===== src/rtl/i2c_ctrl_buffer.sv =====
// Host-side byte buffering for an I2C core: TX/RX FIFOs with handshake feeders,
// plus filtered bus monitoring for busy and stuck-SCL detection.
module i2c_ctrl_buffer #(
    parameter int unsigned DATA_W    = 8,
    parameter int unsigned TX_DEPTH  = 4,
    parameter int unsigned RX_DEPTH  = 4,
    parameter int unsigned FILT_LEN  = 3,
    parameter int unsigned STUCK_CYC = 1023
) (
    input  logic                       clk,
    input  logic                       rst_sync_n,
    input  logic                       flush,
    input  logic                       tx_wr_en,
    input  logic [DATA_W-1:0]          tx_data,
    output logic                       tx_full,
    output logic [$clog2(TX_DEPTH):0]  tx_level,
    input  logic                       rx_rd_en,
    output logic [DATA_W-1:0]          rx_data,
    output logic                       rx_empty,
    output logic [$clog2(RX_DEPTH):0]  rx_level,
    output logic                       err_ovf,
    output logic                       err_udf,
    input  logic                       core_wr_reg_empty,
    output logic                       core_wr_rdy,
    output logic [DATA_W-1:0]          core_byte_wr,
    input  logic                       core_rd_reg_full,
    input  logic [DATA_W-1:0]          core_byte_rd,
    output logic                       core_rd_clr,
    input  logic                       scl_i,
    input  logic                       sda_i,
    output logic                       bus_busy,
    output logic                       bus_stuck
);
    localparam int unsigned TX_AW = $clog2(TX_DEPTH);
    localparam int unsigned RX_AW = $clog2(RX_DEPTH);
    localparam int unsigned FC_W  = $clog2(FILT_LEN + 1);
    localparam int unsigned SC_W  = $clog2(STUCK_CYC + 1);

    typedef enum logic [1:0] {T_IDLE, T_PUSH, T_WAIT} t_state_e;
    typedef enum logic [1:0] {R_IDLE, R_CLR, R_WAIT} r_state_e;

    logic [DATA_W-1:0] tx_mem_q [TX_DEPTH];
    logic [DATA_W-1:0] rx_mem_q [RX_DEPTH];
    logic [TX_AW:0]    tx_wp_q, tx_rp_q;
    logic [RX_AW:0]    rx_wp_q, rx_rp_q;
    t_state_e          t_state_q;
    r_state_e          r_state_q;
    logic              wr_rdy_q, rd_clr_q, ovf_q, udf_q;
    logic [DATA_W-1:0] byte_wr_q;

    logic tx_full_c, tx_empty_c, rx_full_c, rx_empty_c;
    logic tx_push_c, tx_pop_c, rx_push_c, rx_pop_c;

    assign tx_full_c  = (tx_wp_q[TX_AW] != tx_rp_q[TX_AW]) && (tx_wp_q[TX_AW-1:0] == tx_rp_q[TX_AW-1:0]);
    assign tx_empty_c = (tx_wp_q == tx_rp_q);
    assign rx_full_c  = (rx_wp_q[RX_AW] != rx_rp_q[RX_AW]) && (rx_wp_q[RX_AW-1:0] == rx_rp_q[RX_AW-1:0]);
    assign rx_empty_c = (rx_wp_q == rx_rp_q);

    assign tx_push_c = tx_wr_en && !tx_full_c && !flush;
    assign tx_pop_c  = (t_state_q == T_IDLE) && !tx_empty_c && core_wr_reg_empty && !flush;
    assign rx_push_c = (r_state_q == R_CLR) && !rx_full_c && !flush;
    assign rx_pop_c  = rx_rd_en && !rx_empty_c && !flush;

    // FIFO storage and pointers; flush wins over any push or pop
    always_ff @(posedge clk or negedge rst_sync_n) begin
        if (!rst_sync_n) begin
            tx_mem_q <= '{default: '0};
            rx_mem_q <= '{default: '0};
            tx_wp_q  <= '0;
            tx_rp_q  <= '0;
            rx_wp_q  <= '0;
            rx_rp_q  <= '0;
        end else if (flush) begin
            tx_mem_q <= '{default: '0};
            rx_mem_q <= '{default: '0};
            tx_wp_q  <= '0;
            tx_rp_q  <= '0;
            rx_wp_q  <= '0;
            rx_rp_q  <= '0;
        end else begin
            if (tx_push_c) begin
                tx_mem_q[tx_wp_q[TX_AW-1:0]] <= tx_data;
                tx_wp_q <= tx_wp_q + (TX_AW+1)'(1);
            end
            if (tx_pop_c)  tx_rp_q <= tx_rp_q + (TX_AW+1)'(1);
            if (rx_push_c) begin
                rx_mem_q[rx_wp_q[RX_AW-1:0]] <= core_byte_rd;
                rx_wp_q <= rx_wp_q + (RX_AW+1)'(1);
            end
            if (rx_pop_c)  rx_rp_q <= rx_rp_q + (RX_AW+1)'(1);
        end
    end

    // Sticky error flags
    always_ff @(posedge clk or negedge rst_sync_n) begin
        if (!rst_sync_n) begin
            ovf_q <= 1'b0;
            udf_q <= 1'b0;
        end else if (flush) begin
            ovf_q <= 1'b0;
            udf_q <= 1'b0;
        end else begin
            if ((tx_wr_en && tx_full_c) || ((r_state_q == R_CLR) && rx_full_c)) ovf_q <= 1'b1;
            if (rx_rd_en && rx_empty_c) udf_q <= 1'b1;
        end
    end

    // TX feeder: byte is popped on entry to T_PUSH, strobe is issued on leaving it
    always_ff @(posedge clk or negedge rst_sync_n) begin
        if (!rst_sync_n) begin
            t_state_q <= T_IDLE;
            wr_rdy_q  <= 1'b0;
            byte_wr_q <= '0;
        end else if (flush) begin
            t_state_q <= T_IDLE;
            wr_rdy_q  <= 1'b0;
            byte_wr_q <= '0;
        end else begin
            wr_rdy_q <= 1'b0;
            case (t_state_q)
                T_IDLE: if (tx_pop_c) begin
                    byte_wr_q <= tx_mem_q[tx_rp_q[TX_AW-1:0]];
                    t_state_q <= T_PUSH;
                end
                T_PUSH: begin
                    wr_rdy_q  <= 1'b1;
                    t_state_q <= T_WAIT;
                end
                T_WAIT:  if (!core_wr_reg_empty) t_state_q <= T_IDLE;
                default: t_state_q <= T_IDLE;
            endcase
        end
    end

    // RX drain: stalls in R_IDLE while the FIFO is full so the core stretches SCL
    always_ff @(posedge clk or negedge rst_sync_n) begin
        if (!rst_sync_n) begin
            r_state_q <= R_IDLE;
            rd_clr_q  <= 1'b0;
        end else if (flush) begin
            r_state_q <= R_IDLE;
            rd_clr_q  <= 1'b0;
        end else begin
            rd_clr_q <= 1'b0;
            case (r_state_q)
                R_IDLE:  if (core_rd_reg_full && !rx_full_c) r_state_q <= R_CLR;
                R_CLR: begin
                    rd_clr_q  <= 1'b1;
                    r_state_q <= R_WAIT;
                end
                R_WAIT:  if (!core_rd_reg_full) r_state_q <= R_IDLE;
                default: r_state_q <= R_IDLE;
            endcase
        end
    end

    // Bus line conditioning: bit 0 is SCL, bit 1 is SDA
    logic [1:0] raw_c, filt_c, filt_prev_q;
    assign raw_c = {sda_i, scl_i};

    for (genvar g = 0; g < 2; g++) begin : g_line
        logic [1:0]      sync_q;
        logic            filt_q;
        logic [FC_W-1:0] cnt_q;

        always_ff @(posedge clk or negedge rst_sync_n) begin
            if (!rst_sync_n) begin
                sync_q <= 2'b11;
                filt_q <= 1'b1;
                cnt_q  <= '0;
            end else begin
                sync_q <= {sync_q[0], raw_c[g]};
                if (sync_q[1] == filt_q) begin
                    cnt_q <= '0;
                end else if (cnt_q == FC_W'(FILT_LEN - 1)) begin
                    filt_q <= sync_q[1];
                    cnt_q  <= '0;
                end else begin
                    cnt_q <= cnt_q + FC_W'(1);
                end
            end
        end
        assign filt_c[g] = filt_q;
    end

    logic            start_c, stop_c, scl_chg_c, busy_q, stuck_q;
    logic [SC_W-1:0] scnt_q;

    assign start_c   = filt_c[0] &&  filt_prev_q[1] && !filt_c[1];
    assign stop_c    = filt_c[0] && !filt_prev_q[1] &&  filt_c[1];
    assign scl_chg_c = filt_c[0] != filt_prev_q[0];

    // Busy tracking and stuck-SCL watchdog; START takes priority over STOP
    always_ff @(posedge clk or negedge rst_sync_n) begin
        if (!rst_sync_n) begin
            filt_prev_q <= 2'b11;
            busy_q      <= 1'b0;
            stuck_q     <= 1'b0;
            scnt_q      <= '0;
        end else begin
            filt_prev_q <= filt_c;
            if (start_c) begin
                busy_q  <= 1'b1;
                stuck_q <= 1'b0;
                scnt_q  <= '0;
            end else if (stop_c || !busy_q || scl_chg_c) begin
                busy_q <= busy_q && !stop_c;
                scnt_q <= '0;
            end else if (scnt_q == SC_W'(STUCK_CYC - 1)) begin
                busy_q  <= 1'b0;
                stuck_q <= 1'b1;
                scnt_q  <= '0;
            end else begin
                scnt_q <= scnt_q + SC_W'(1);
            end
        end
    end

    assign tx_full      = tx_full_c;
    assign tx_level     = tx_wp_q - tx_rp_q;
    assign rx_empty     = rx_empty_c;
    assign rx_level     = rx_wp_q - rx_rp_q;
    assign rx_data      = rx_mem_q[rx_rp_q[RX_AW-1:0]];
    assign err_ovf      = ovf_q;
    assign err_udf      = udf_q;
    assign core_wr_rdy  = wr_rdy_q;
    assign core_byte_wr = byte_wr_q;
    assign core_rd_clr  = rd_clr_q;
    assign bus_busy     = busy_q;
    assign bus_stuck    = stuck_q;
endmodule


===== config.mk =====
export PLATFORM = sky130hd
export DESIGN_NAME = i2c_ctrl_buffer
export DESIGN_NICKNAME = d
export VERILOG_FILES = /design/src/rtl/i2c_ctrl_buffer.sv
export SDC_FILE = /design/constraint.sdc
export NUM_CORES = 1
export LEC_CHECK = 0
export BUFFER_PORTS_ARGS = -buffer_cell sky130_fd_sc_hd__buf_2
export CORE_AREA = 4 4 123 125
export CTS_BUF_LIST = sky130_fd_sc_hd__clkbuf_8
export CTS_CLUSTER_DIAMETER = 120
export DETAILED_ROUTE_END_ITERATION = 16
export DIE_AREA = 0 0 127 129
export PLACE_DENSITY = 0.61
export SYNTH_ARGS = -nofsm -noshare
export SYNTH_HDL_FRONTEND = slang
export SYNTH_SLANG_ARGS = --single-unit

===== constraint.sdc =====
create_clock -name clk -period 5.6 [get_ports clk]
set_input_delay 0.84 -clock clk [delete_from_list [all_inputs] [get_ports clk]]
set_output_delay 0.84 -clock clk [all_outputs]
set_load 0.01 [all_outputs]

Word level (Yosys, flattened, before mapping)
Cells that the tools add are included.
Word-level totals
  register bits after elaboration: 116
  bits of input ports: 25
  output and inout bits: 30
  logic and storage cells: 178
Operators by class
  add/sub/neg operators: 9
  magnitude comparators: 6
  equal/unequal tests: 21
  multiplexer cells: 56
  bitwise logic cells: 6
  reduce and logical (&&, ||, !) cells: 51
Operators with widths (count)
  32-bit 2-to-1 mux: 4
  8-bit 2-to-1 mux: 9
  32-bit bitwise mux: 2
  8-bit binary-select mux with 2-bit select: 2
  8-bit demux with 2-bit select: 2
  10-bit 2-to-1 mux: 3
  3-bit 2-to-1 mux: 8
  1-bit logical AND: 22
  2-bit 2-to-1 mux: 10
  2-bit nonzero test: 8
  1-bit 2-to-1 mux: 14
  3-bit by 1-bit adder with 3-bit output, second input constant: 4
  3-bit >= comparator, second input constant: 4
  3-bit != test, second input constant: 4
  2-bit NOT with 3-bit output: 4
  2-bit case mux with 3 select lines: 2
  2-bit AND reduction: 6
  10-bit by 1-bit adder with 10-bit output, second input constant: 1
  10-bit == test, second input constant: 1
  1-bit zero test: 9
  2-bit == test, second input constant: 4
  3-bit == test: 2
  3-bit by 1-bit < comparator with 1-bit output, second input constant: 2
  3-bit subtractor: 2
  other kinds (10): 20

Depth between registers and ports, before layout
  depth after elaboration: 8
  gate-level depth with buffers: 8
  depth with buffers taken out: 6

Least setup slack after synthesis
No wires, ideal clock.
  kind: reg2out
  start point: register rx_rp_q[1]
  end point: output rx_empty
  arrival time: 1.519 ns
  slack: 3.241 ns
  stages on the path, launching flop included: 6
  buffers on the path: 1
  cells stage by stage: dfrtp_1 clkbuf_1 inv_1 ha_1 nand2_1 nor2_1
Between the ends
  cells in the longest elaborated chain, start to end: 1
Ends and longest elaborated chain
  start, declared: line 45  | logic [RX_AW:0] rx_wp_q, rx_rp_q;
  start signal, assigned: line 90  | if (rx_pop_c) rx_rp_q <= rx_rp_q + (RX_AW+1)'(1);
  3-bit == test: line 57  | assign rx_empty_c = (rx_wp_q == rx_rp_q);
  end, declared: line 19  | output logic rx_empty,
No other way between the ends.

Worst setup path after layout
Ends and elaborated chain as after synthesis.

==> flow_summary.toml <==
[logic_synthesis]
ys_seq_area_share_pct = 53.1
synth_top_area_cell = "dfrtp_1"
synthMuxAreaShare_pct = 20.6
synth_common_cells = "108 x dfrtp_1, 102 x nor2_1, 76 x mux2i_1"
synth_warnings = 0
synth-simple-area-share_pct = 10.9
synth_seq_cells = 116
synthCells = 453
synth-edff-count = 0
yosysUniqueCellTypes = 43
synth_area_leaders = "dfrtp_1 49%, mux2i_1 14%, nor2_1 7.0%, mux4_2 6.6%, dfstp_2 3.8%"
syn_area_per_cell_um2 = 12.1
synth_adder_area_share_pct = 4.56
netlist_area_mm2 = 0.00549
syn_nets = 496
synth_compound_area_share_pct = 5.04
synth_xor_area_share_pct = 3.31
synth_top_area_share_pct = 49.2
synth_ff_type = "dfrtp_1"
yosysMostFrequentCell = "dfrtp_1"
postSynth.asyncResetShare_pct = 100
synth_top_family_by_area = "multiplexers"

[final_layout]
fin_util_pct = 45.2
finish.instance_area_mm2 = 0.00627
area_growth_pct = 14.3
drive_gt1_share_pct = 22.3
layout.nets = 552
antenna_cells = 0

[placed_design]
io_buffers = 54
place_congestion = 0.766
dpl_cell_area_mm2 = 0.00593
dp_slack_ps = 2760
place_hpwl_mm = 7.21

[timing]
setup_slack_ps = 2600
final.setup.tns_ps = 0
slew_headroom_pct = 21.3
grt_setup_unrepaired = "no"
worstMarginPinSlew_ps = 1170
period_share_pct = 53.5
fin_worst_skew_ps = 12.5
max_freq_mhz = 334
final_max_slew_viol_count = 0
hold_viol = 0
post-route-min-period_ps = 3000
setup_viol = 0

[clock_network]
clock_latency_ps = 430
postCtsSetupBuffers = 0
cts-buffers-inserted = 17
cts_repair_resize_count = 0
cts_tree = "done"
htreeDepth = 4
cts_root_buf = "clkbuf_8"
clk_pin_slew_worst_paths_ps = 60
clockBufferDepth = 2
clkSinkCount = 116
holdBufCountCts = 0

[detailed_routing]
ant_nets = 0
routed.top_layer = "met4"
drt-met1-wl_mm = 4.91
dr.first_iter.drc_count = 206
wl_per_cell_um = 15.6
dr_total_vias = 3491
met2RoutedLength_mm = 5.24
drc_errors = 0
first_pass_iters = 4
wirelength_mm = 10.9
met3_length_um = 513
viasPerCell = 4.98

[setup_path]
start_kind = "register"
path_class = "reg2out"
path_max_fanout = 12
required_ps = 4760
end_kind = "output pin"
arrival_ps = 2160

[global_route]
antenna_found_initial = 0
grt_util_all_layers_pct = 14.4
grt_pass1_vias = 3661
grt_overflow = 0
grt_max_degree = 93
grt_pass1_wl_mm = 18.4

[floorplan]
core_mm2 = 0.0139
fp.dieH_um = 129
die_width_um = 127
rows = 43
fp.dieArea_mm2 = 0.0164
io-pin-count = 55
initial_utilization_pct = 39.5

[run_status]
outcome = "finished clean"

[pwr]
p_total_uw = 2030
power.leakage_uw = 0.00338
p_per_area_mw_per_mm2 = 324
vdd_drop_max_mv = 0.114

[flow_run]
cap_violations = 0

[min_path]
hold_class = "reg2reg"
registers in the layout, summed over array words and instances (netlist names):
register / cells
tx_wp_q: 3
g_line.sync_q: 4
filt_prev_q: 2
bus_stuck: 1
tx_mem_q: 32
core_wr_rdy: 1
r_state_q: 2
rx_rp_q: 3
g_line.filt_q: 2
t_state_q: 2
bus_busy: 1
rx_mem_q: 32
scnt_q: 10
err_udf: 1
rx_wp_q: 3
err_ovf: 1
core_rd_clr: 1
core_byte_wr: 8
g_line.cnt_q: 4
tx_rp_q: 3
final cells by class:
class | count | area, um2
clock buffer | 20 | 275
clock inverter | 11 | 72.6
fill | 1292 | 7610
inverter | 14 | 52.6
multi-input combinational | 303 | 2440
sequential | 116 | 2910
tap | 180 | 225
timing repair buffer | 57 | 295
cell families after synthesis:
logic type	after synthesis
adder cells (fa/ha/maj)	19
flip-flops	116
XOR/XNOR	19
multiplexers	93
buffers and inverters	34
AO/OA/AOI/OAI	33
AND/OR/NAND/NOR	139
path summary, 6_finish.rpt:
check	slack, ps	startpoint	cells past startpoint	end
min in group asynchronous	530	rst_sync_n	1	tx_mem_q[4]
setup reg to reg	2780	rx_rp_q[1]	6	rx_mem_q[0]
hold / removal	360	g_line[0].sync_q[0]	0	g_line[0].sync_q[1]
max in group asynchronous	3910	rst_sync_n	2	g_line[0].sync_q[0]
hold reg to reg	360	g_line[0].sync_q[0]	0	g_line[0].sync_q[1]
setup / recovery	2600	rx_rp_q[1]	5	rx_empty
critical path, cell delays in order (launching register included):
cell,delay [ps]
dfrtp_1,650
inv_1,90
ha_1,290
nand2_1,250
nor2_1,270
buf_2,180
cells in the final DEF (no fill, tap or decap), drive strengths merged, types with 2 or more instances in the layout:
cell | synthesis | final
or3 | 2 | 2
mux2i | 76 | 76
nor2 | 102 | 102
clkinv | 0 | 4
nor3b | 3 | 3
nand2b | 2 | 2
fa | 2 | 2
and4 | 2 | 2
nand3b | 2 | 2
nand3 | 3 | 3
nor2b | 6 | 6
o21ai | 6 | 6
xor2 | 9 | 9
mux4 | 16 | 16
ha | 16 | 16
xnor2 | 10 | 10
dfrtp | 108 | 108
o211ai | 10 | 10
nand2 | 8 | 8
dfstp | 8 | 8
clkbuf | 15 | 20
nor3 | 4 | 4
buf | 5 | 57
inv | 14 | 20
and3 | 2 | 2
a21oi | 8 | 8
a21boi | 2 | 2
routing by layer:
layer,track usage [%],vias up
met2,21.9,70
met5,0,-
met1,18.6,1738
met3,4.73,17
met4,6.75,0
li1,-,1666
per-stage QoR:
| step | hold slack (ps) | std cells |
|---|---|---|
| after global placement | 347 | 670 |
| after floorplan | 345 | 453 |
| final | 355 | 701 |
| after global routing | 366 | 701 |
| after CTS | 357 | 701 |
| after detailed placement | 349 | 670 |
report_power, final:
| group | leakage (uW) | switching (uW) | internal (uW) |
|---|---|---|---|
| Sequential | 0.00157 | 75.9 | 913 |
| Clock | 0.000206 | 309 | 370 |
| Combinational | 0.00160 | 200 | 166 |
Power figures use the tool's default switching activity.
